<file path="config.mk">
export PLATFORM = sky130hd
export DESIGN_NAME = gf163_serial_mult_flat
export DESIGN_NICKNAME = d
export VERILOG_FILES = /design/src/rtl/gf163_pkg.sv /design/src/rtl/gf163_serial_mult_if.sv /design/src/rtl/gf163_digit_pp.sv /design/src/rtl/gf163_serial_mult.sv /design/src/flat_wrapper.sv
export SDC_FILE = /design/constraint.sdc
export NUM_CORES = 2
export LEC_CHECK = 0
export BUFFER_PORTS_ARGS = -buffer_cell sky130_fd_sc_hd__buf_2
export CORE_UTILIZATION = 60
export DETAILED_ROUTE_END_ITERATION = 8
export PLACE_DENSITY = 0.83
export SLEW_MARGIN = 20
export SYNTH_ARGS = -nofsm -noshare
export SYNTH_HDL_FRONTEND = slang
export SYNTH_SLANG_ARGS = --single-unit
</file>
<file path="constraint.sdc">
create_clock -name clk -period 73.7 [get_ports clk]
set_input_delay 7.37 -clock clk [delete_from_list [all_inputs] [get_ports clk]]
set_output_delay 7.37 -clock clk [all_outputs]
set_load 0.02 [all_outputs]
</file>
<file path="src/rtl/gf163_pkg.sv">
// gf163_pkg -- shared definitions for the GF(2^163) digit-serial multiplier.
//   M        : field degree (operand width)
//   PROD_W   : width of the unreduced carry-less product (2*M-1)
//   state_t  : controller states
//   ndig()   : number of multiplier digits for a given digit width
//   spread() : bit-spread of an operand, which is its square over GF(2)
package gf163_pkg;

  localparam int M      = 163;
  localparam int PROD_W = 325;

  typedef enum logic [1:0] {
    IDLE = 2'd0,
    RUN  = 2'd1,
    DONE = 2'd2
  } state_t;

  // ceil(M / digit)
  function automatic int ndig(input int digit);
    return (M + digit - 1) / digit;
  endfunction

  // Squaring in GF(2)[x] has no cross terms: coefficient i moves to 2i.
  function automatic logic [PROD_W-1:0] spread(input logic [M-1:0] x);
    logic [PROD_W-1:0] r;
    r = '0;
    for (int i = 0; i < M; i++) begin
      r[2*i] = x[i];
    end
    return r;
  endfunction

endpackage

</file>
<file path="src/rtl/gf163_serial_mult_if.sv">
// gf163_serial_mult_if -- request/result bundle of the serial multiplier.
//   start, a, b, sq : request side (driven by master)
//   busy, done, p   : status and unreduced product (driven by slave)
interface gf163_serial_mult_if;
  import gf163_pkg::*;

  logic              start;
  logic [M-1:0]      a;
  logic [M-1:0]      b;
  logic              sq;
  logic              busy;
  logic              done;
  logic [PROD_W-1:0] p;

  modport master (output start, a, b, sq, input busy, done, p);
  modport slave  (input start, a, b, sq, output busy, done, p);

endinterface

</file>
<file path="src/rtl/gf163_digit_pp.sv">
// gf163_digit_pp -- combinational carry-less partial product of a 163-bit
// operand and a DIGIT-bit digit.
//   a_i  : 163-bit multiplicand
//   d_i  : DIGIT-bit multiplier digit
//   pp_o : (163+DIGIT-1)-bit product a_i * d_i over GF(2)
module gf163_digit_pp
  import gf163_pkg::*;
#(
  parameter int DIGIT = 4
) (
  input  logic [M-1:0]       a_i,
  input  logic [DIGIT-1:0]   d_i,
  output logic [M+DIGIT-2:0] pp_o
);

  localparam int W = M + DIGIT - 1;

  logic [W-1:0] a_ext;
  logic [W-1:0] term [DIGIT];

  assign a_ext = W'(a_i);

  for (genvar gi = 0; gi < DIGIT; gi++) begin : g_term
    assign term[gi] = d_i[gi] ? (a_ext << gi) : '0;
  end

  always_comb begin
    pp_o = '0;
    for (int j = 0; j < DIGIT; j++) begin
      pp_o = pp_o ^ term[j];
    end
  end

endmodule

</file>
<file path="src/rtl/gf163_serial_mult.sv">
// gf163_serial_mult -- digit-serial carry-less multiplier for GF(2^163)
// operands, producing the unreduced 325-bit product.
//   clk  : clock, rising edge
//   rst  : asynchronous active-high reset
//   bus  : gf163_serial_mult_if.slave (start/a/b/sq in, busy/done/p out)
// Parameter DIGIT (1, 2, 4 or 8): multiplier bits consumed per RUN cycle.
// Macro GF163_MUL_SQUARE_FAST_EN: when defined, a squaring request skips RUN
// and loads the bit-spread of a directly; otherwise squaring runs the normal
// digit-serial sequence with b replaced by a.
// Latency: done is high NDIG+1 cycles after the edge that accepted start
// (1 cycle for a fast square); p holds until the next done.
module gf163_serial_mult
  import gf163_pkg::*;
#(
  parameter int DIGIT = 4
) (
  input logic                clk,
  input logic                rst,
  gf163_serial_mult_if.slave bus
);

  localparam int NDIG  = ndig(DIGIT);
  localparam int BPAD  = NDIG * DIGIT;  // b zero-padded at the MSB end
  localparam int PP_W  = M + DIGIT - 1;
  localparam int CNT_W = 8;             // NDIG <= 163 for DIGIT >= 1

  state_t             state_q, state_d;
  logic [M-1:0]       a_q, a_d;
  logic [BPAD-1:0]    b_q, b_d;
  logic [PROD_W-1:0]  acc_q, acc_d;
  logic [CNT_W-1:0]   cnt_q, cnt_d;
  logic [PROD_W-1:0]  p_q, p_d;
  logic               done_q, done_d;
  logic [PP_W-1:0]    pp;

  // The current digit is always the top DIGIT bits of b_q; b_q shifts left
  // each RUN cycle so digits come out MSB-first.
  gf163_digit_pp #(.DIGIT(DIGIT)) u_pp (
    .a_i  (a_q),
    .d_i  (b_q[BPAD-1 -: DIGIT]),
    .pp_o (pp)
  );

  always_ff @(posedge clk or posedge rst) begin
    if (rst) begin
      state_q <= IDLE;
      a_q     <= '0;
      b_q     <= '0;
      acc_q   <= '0;
      cnt_q   <= '0;
      p_q     <= '0;
      done_q  <= 1'b0;
    end else begin
      state_q <= state_d;
      a_q     <= a_d;
      b_q     <= b_d;
      acc_q   <= acc_d;
      cnt_q   <= cnt_d;
      p_q     <= p_d;
      done_q  <= done_d;
    end
  end

  always_comb begin
    state_d = state_q;
    a_d     = a_q;
    b_d     = b_q;
    acc_d   = acc_q;
    cnt_d   = cnt_q;
    p_d     = p_q;
    done_d  = 1'b0;

    unique case (state_q)
      IDLE: begin
        if (bus.start) begin
          a_d     = bus.a;
          b_d     = BPAD'(bus.sq ? bus.a : bus.b);
          acc_d   = '0;
          cnt_d   = CNT_W'(NDIG);
          state_d = RUN;
`ifdef GF163_MUL_SQUARE_FAST_EN
          if (bus.sq) begin
            acc_d   = spread(bus.a);
            cnt_d   = '0;
            state_d = DONE;
          end
`endif
        end
      end

      RUN: begin
        // Product degree never exceeds 324, so nothing shifts out the top
        // of the accumulator before the last digit.
        acc_d = (acc_q << DIGIT) ^ PROD_W'(pp);
        b_d   = b_q << DIGIT;
        cnt_d = cnt_q - 1'b1;
        if (cnt_q == CNT_W'(1)) begin
          state_d = DONE;
        end
      end

      DONE: begin
        p_d     = acc_q;
        done_d  = 1'b1;
        state_d = IDLE;
      end

      default: begin
        state_d = IDLE;
      end
    endcase
  end

  assign bus.busy = (state_q != IDLE);
  assign bus.done = done_q;
  assign bus.p    = p_q;

endmodule

</file>
<file path="src/flat_wrapper.sv">
// flat-port wrapper written by rule: the top's interface ports become plain ports
module gf163_serial_mult_flat import gf163_pkg::*;
#(
  parameter int DIGIT = 4
)
  (clk, rst, bus_start, bus_a, bus_b, bus_sq, bus_busy, bus_done, bus_p);
  gf163_serial_mult_if bus_i ();
  input logic clk;
  input logic rst;
  input wire logic [$bits(bus_i.start)-1:0] bus_start;
  input wire logic [$bits(bus_i.a)-1:0] bus_a;
  input wire logic [$bits(bus_i.b)-1:0] bus_b;
  input wire logic [$bits(bus_i.sq)-1:0] bus_sq;
  output wire logic [$bits(bus_i.busy)-1:0] bus_busy;
  output wire logic [$bits(bus_i.done)-1:0] bus_done;
  output wire logic [$bits(bus_i.p)-1:0] bus_p;
  assign bus_i.start = bus_start;
  assign bus_i.a = bus_a;
  assign bus_i.b = bus_b;
  assign bus_i.sq = bus_sq;
  assign bus_busy = bus_i.busy;
  assign bus_done = bus_i.done;
  assign bus_p = bus_i.p;
  gf163_serial_mult #(.DIGIT(DIGIT)) u_core (.clk(clk), .rst(rst), .bus(bus_i));
endmodule
</file>
---- Word-level counts from Yosys, hierarchy flattened ----
Index checks and enable logic that the tools add are counted.
word-level totals
  logic and storage cells ................. 38
  output and inout bits ................... 327
  bits of input ports ..................... 330
  bits in registers ....................... 988
cells by class
  equal/unequal tests ..................... 5
  reduce and logical (&&, ||, !) cells .... 6
  $add $sub $neg .......................... 1
  bitwise operators ....................... 4
  mux-type cells .......................... 15
operators by type and width
  cell                                                   count
  one-hot mux 325 bit (2 select lines)                   1
  XOR 166 bit                                            2
  2-to-1 mux 164 bit                                     2
  one-hot mux 164 bit (2 select lines)                   1
  2-to-1 mux 163 bit                                     2
  2-to-1 mux 325 bit                                     1
  XOR 325 x 166 -> 325 bit                               1
  2-to-1 mux 166 bit                                     1
  2-to-1 mux 165 bit                                     1
  XOR 163 x 164 -> 164 bit                               1
  one-hot mux 8 bit (2 select lines)                     1
  == test 8 x 1 -> 1 bit, second input constant          1
  2-to-1 mux 8 bit                                       1
  subtractor 8 x 1 -> 8 bit, second input constant       1
  AND reduction 2 bit                                    3
  2-to-1 mux 2 bit                                       2
  one-hot mux 2 bit (2 select lines)                     1
  nonzero test 2 bit                                     2
  == test 2 x 1 -> 1 bit, second input constant          1
  == test 2 bit, second input constant                   1
  logical NOT 2 bit                                      1
  inequality test 2 x 1 -> 1 bit, second input constant  1
  inequality test 2 bit, second input constant           1
  2-to-1 mux 1 bit                                       1

---- Longest topological paths before layout ----
  depth in word-level cells ............... 6
  gate-level depth with buffers ........... 7
  mapped depth without buffers ............ 5

---- By module ----
Synthesis repeated with hierarchy kept, for this count alone.
unflattened totals
  cell total of the unflattened synthesis .. 5458
  area, all modules ....................... 47992.3 um2
by module, submodules not included
  module             area each (um2)  instances  sequential area each (um2)  cells each
  gf163_serial_mult  40709.0          1          24723.7                     4248
  gf163_digit_pp     7283.2           1          0.0                         1210

---- Least setup slack after synthesis ----
OpenSTA, ideal clock, no wires.
  path kind ............................... input to register
  from .................................... in bus_sq
  to ...................................... reg u_core.b_q[10]
  stages on the path ...................... 6
  slack ................................... 65006 ps
  buffers on the path ..................... 3
  arrival time ............................ 8568 ps
  library setup time ...................... 126 ps
  required time ........................... 73574 ps
  cell sequence ........................... clkbuf_1 buf_2 buf_2 mux2i_1 nor2_1 a221o_1
on the way
  cells in the longest elaborated chain, start to end .. 3
RTL lines
  element                               line                     source
  start: declaration                    flat_wrapper.sv:13       input wire logic [$bits(bus_i.sq)-1:0] bus_sq;
  2-to-1 mux 163 bit                    gf163_serial_mult.sv:77  b_d = BPAD'(bus.sq ? bus.a : bus.b);
  2-to-1 mux 164 bit                    gf163_serial_mult.sv:75  if (bus.start) begin
  one-hot mux 164 bit (2 select lines)  gf163_serial_mult.sv:73  unique case (state_q)
  end signal: assignment                gf163_serial_mult.sv:48  b_q <= '0;
  end signal: assignment                gf163_serial_mult.sv:56  b_q <= b_d;
  end: declaration                      gf163_serial_mult.sv:29  logic [BPAD-1:0] b_q, b_d;
Every way passes these cells. The select of a mux whose other input is x is not followed.
A chain may end at the register's enable or synchronous reset.

---- Worst setup path in the final report ----
  from .................................... in bus_start
  to ...................................... reg u_core.b_q[54]
on the way
  cells in the longest elaborated chain, start to end .. 2
RTL lines
  element                                 line                source
  start: declaration                      flat_wrapper.sv:10  input wire logic [$bits(bus_i.start)-1:0] bus_start;
  inequality test 2 bit (no source line)  --
  AND reduction 2 bit (no source line)    --
Every way passes these cells.

==> run_results.csv <==
group,metric,value,unit
run_status,status,"complete, no violations",
sta,setup_violations,0,
finish,fillers,5671,
clocking,path_clk_slew,0.06,ns
drt,viasPerCell,5.91,
placement,place.gp.congestion,0.910,
clocking,hold_buffers,0,
drt,detail-route-antenna-nets,0,
finish,drive_above_1_share,23.2,%
sta,setup_tns,0,ns
drt,drc,0,
clocking,h-tree-depth,3,
sta,drv_slew,0,
synth,yosysSeqAreaShare,51.1,%
sta,min_period,11.21,ns
die,dieArea,0.0818,mm^2
power_and_ir_drop,vdd_drop_max,0.0280,mV
die,rows,103,
sta,fin_ws,62.49,ns
drt,routed_wl,132,mm
placement,hpwl,87.0,mm
grt,grt_max_degree,241,
die,core-area,0.0794,mm^2
finish,final_core_util,70.0,%
grt,grt-ovfl-total,0,
grt,antenna_found_initial,5,
job,cap_violations,0,
clocking,cts_setup_buffers,0,
clocking,cts-resized-gates,0,
clocking,cts_tree,"built",
die,initial_core_util,60.9,%
critical_path,critPathMaxStageDelay,0.84,ns
sta,tightest_slew,1.15,ns
finish,fin_nets,5412,
die,die_y,286,um
hold_path,hold_path.class,"reg2reg",
clocking,numCtsBuffers,100,
critical_path,crit_arrival,11.74,ns
drt,dr_total_vias,36700,
synth,syn-num-nets,4939,
critical_path,path_common_cell,"buf_4",
critical_path,critPathLaunchType,"primary input",
placement,portBuffers,656,
power_and_ir_drop,leakage,0.0286,uW
drt,wire_per_inst,21.3,um
synth,synth.distinct_cells,32,
synth,synthCells,4607,
synth,avgSynthCellArea,10.5,um^2
grt,grt_pass1_wl,208,mm
clocking,cts_sinks,988,
drt,drt-initial-drc-count,3827,
clocking,cts-root-buf,"clkbuf_16",
die,die_w,286,um
critical_path,worstPathCellList,"buf_2 > nand2_4 > buf_12 > buf_4 > buf_4 > buf_4 > nor2_1 > a221o_1",
critical_path,end_kind,"flip-flop",
critical_path,crit_required,74.23,ns
critical_path,crit_path_max_fanout,220,
critical_path,path_delay_family,"buffers and inverters",
clocking,clockBufferDepth,3,
synth,yosysWarnings,0,
critical_path,worst-path-buf-inv,5,
sta,relSlewSlack,23.5,%
synth,synth_area,0.0484,mm^2
power_and_ir_drop,p_per_area,44.4,mW/mm^2
sta,finalCritPeriodShare,15.2,%
sta,fmaxAchievable,89.2,MHz
critical_path,path_class,"in2reg",
drt,dr.pass1.iters,6,
clocking,clk_latency,0.69,ns
critical_path,slowest_stage,"buf_4",
die,top_level_ports,657,
grt,first_global_vias,36700,
grt,grt.total_usage,32.2,%
sta,finClkSkew,0.0487,ns
sta,rsz0062_at_grt,"no",
finish,area.growth.synth_to_final,14.9,%
sta,hold_viol,0,
synth,ys_ff_latch,988,
placement,post-place-ws,61.98,ns
[worst reg2reg max path, cell delays in order, from the launching register on]
cell	delay, ns
dfrtp_1	0.58
nor2_1	0.16
nand2_4	0.50
buf_12	0.83
buf_4	0.98
buf_4	0.69
buf_4	0.84
nor2_1	0.13
a221o_1	0.32
[power by group]
part | leakage (uW) | switching [uW] | internal (uW)
clock network | 0.00176 | 225 | 323
registers | 0.0128 | 229 | 743
logic | 0.0140 | 480 | 467
[cell type report]
cell class	instances	area (um^2)	share of cell area, %
antenna	4	10.0	0.0180
clock buffer	142	2870	5.16
clock inverter	44	718	1.29
inverter	4	22.5	0.0405
multi-input combinational	3290	22200	40.0
sequential	988	24700	44.5
tap	1050	1310	2.36
timing repair buffer	696	3700	6.66
[synthesized netlist by cell type]
master | number | share of area, %
nor2b_1 | 2 | 0.026
buf_1 | 14 | 0.11
or4_4 | 1 | 0.023
nand2b_1 | 1 | 0.013
nand3_1 | 171 | 1.8
mux2_2 | 325 | 7.6
mux2i_1 | 166 | 3.4
nor3b_2 | 1 | 0.026
nor4b_1 | 1 | 0.018
nor3_2 | 1 | 0.021
and2_1 | 1 | 0.013
nand3b_1 | 1 | 0.016
o31ai_1 | 2 | 0.031
dfrtp_1 | 988 | 51
or4_1 | 1 | 0.016
nor3_1 | 1 | 0.010
nor2_1 | 162 | 1.3
nand2_1 | 1465 | 11
xnor3_1 | 159 | 7.4
nor2_2 | 1 | 0.013
buf_2 | 175 | 1.8
clkbuf_1 | 132 | 1.0
o211ai_1 | 2 | 0.031
a21oi_1 | 2 | 0.021
buf_4 | 4 | 0.062
nor4_1 | 1 | 0.013
inv_1 | 4 | 0.031
xnor2_1 | 327 | 5.9
a221o_1 | 159 | 3.3
o21ai_0 | 332 | 3.4
ha_1 | 2 | 0.052
xor2_1 | 3 | 0.054
[registers in the layout (all words and copies together), names as in the netlist]
register and count:
u_core.a_q 163, u_core.acc_q 325, u_core.b_q 164, u_core.bus.done 1, u_core.bus.p 325, u_core.cnt_q 8, u_core.state_q 2
[logic make-up (layout without fill, tap and decap cells)]
group | after synthesis | in the layout | synth area share (%)
mux | 491 | 491 | 11.0
simple gates | 1811 | 1811 | 14.6
flops | 988 | 988 | 51.1
fa+ha+maj | 2 | 2 | 0.0517
xor+xnor | 489 | 489 | 13.4
compound gates | 497 | 497 | 6.81
buf+inv | 329 | 886 | 3.04
other cells | 0 | 4 | 0
[worst paths after layout]
path                                   start           endpoint  slack, ns  cells past startpoint
max                                bus_start     u_core.b_q[54]      62.49                      8
min                        u_core.acc_q[223]  u_core.acc_q[227]       0.47                      2
max reg2reg                u_core.state_q[0]     u_core.b_q[54]      68.54                      8
min reg2reg                u_core.acc_q[223]  u_core.acc_q[227]       0.47                      2
max in group asynchronous                rst     u_core.b_q[56]      63.13                      6
min in group asynchronous                rst  u_core.bus.p[118]       6.82                      2
[stage by stage]
| step | total power, uW | hold slack [ns] | std cells | area [um^2] |
|---|---|---|---|---|
| after floorplan | 1660 | 0.443 | 4607 | 48400 |
| after global placement | 1860 | 0.463 | 6025 | 51900 |
| after detailed placement | 1900 | 0.480 | 6025 | 51900 |
| after CTS | 2460 | 0.481 | 6211 | 55500 |
| after global routing | 2610 | 0.509 | 6217 | 55600 |
| final | 2470 | 0.474 | 6218 | 55600 |
[layout by cell type (no fill, tap or decap), types with 2 or more instances in the layout]
master     instances
a21oi_1            2
a221o_1          159
buf_12             5
buf_16             2
buf_2            655
buf_4             31
buf_6              2
bufinv_16         14
clkbuf_1          21
clkbuf_16        100
clkbuf_8          21
clkinv_16          4
clkinv_2          20
clkinv_8           2
dfrtp_1          984
dfrtp_4            4
diode_2            4
ha_1               2
inv_1              3
inv_6              2
mux2_2           325
mux2i_1          166
nand2_1         1464
nand3_1          171
nor2_1           162
nor2b_4            2
o211ai_1           2
o21ai_0          332
o31ai_1            2
xnor2_1          327
xnor3_1          159
xor2_1             3
[per-layer routing]
| metal | share of wire (%) | track usage [%] | vias to the layer above |
|---|---|---|---|
| met5 | 0.0098 | 0 | - |
| met2 | 47 | 49.8 | 1557 |
| li1 | - | - | 16300 |
| met4 | 4.5 | 13.8 | 2 |
| met3 | 8.9 | 8.63 | 329 |
| met1 | 40 | 43.1 | 18500 |
(Power assumes the default switching activity.)
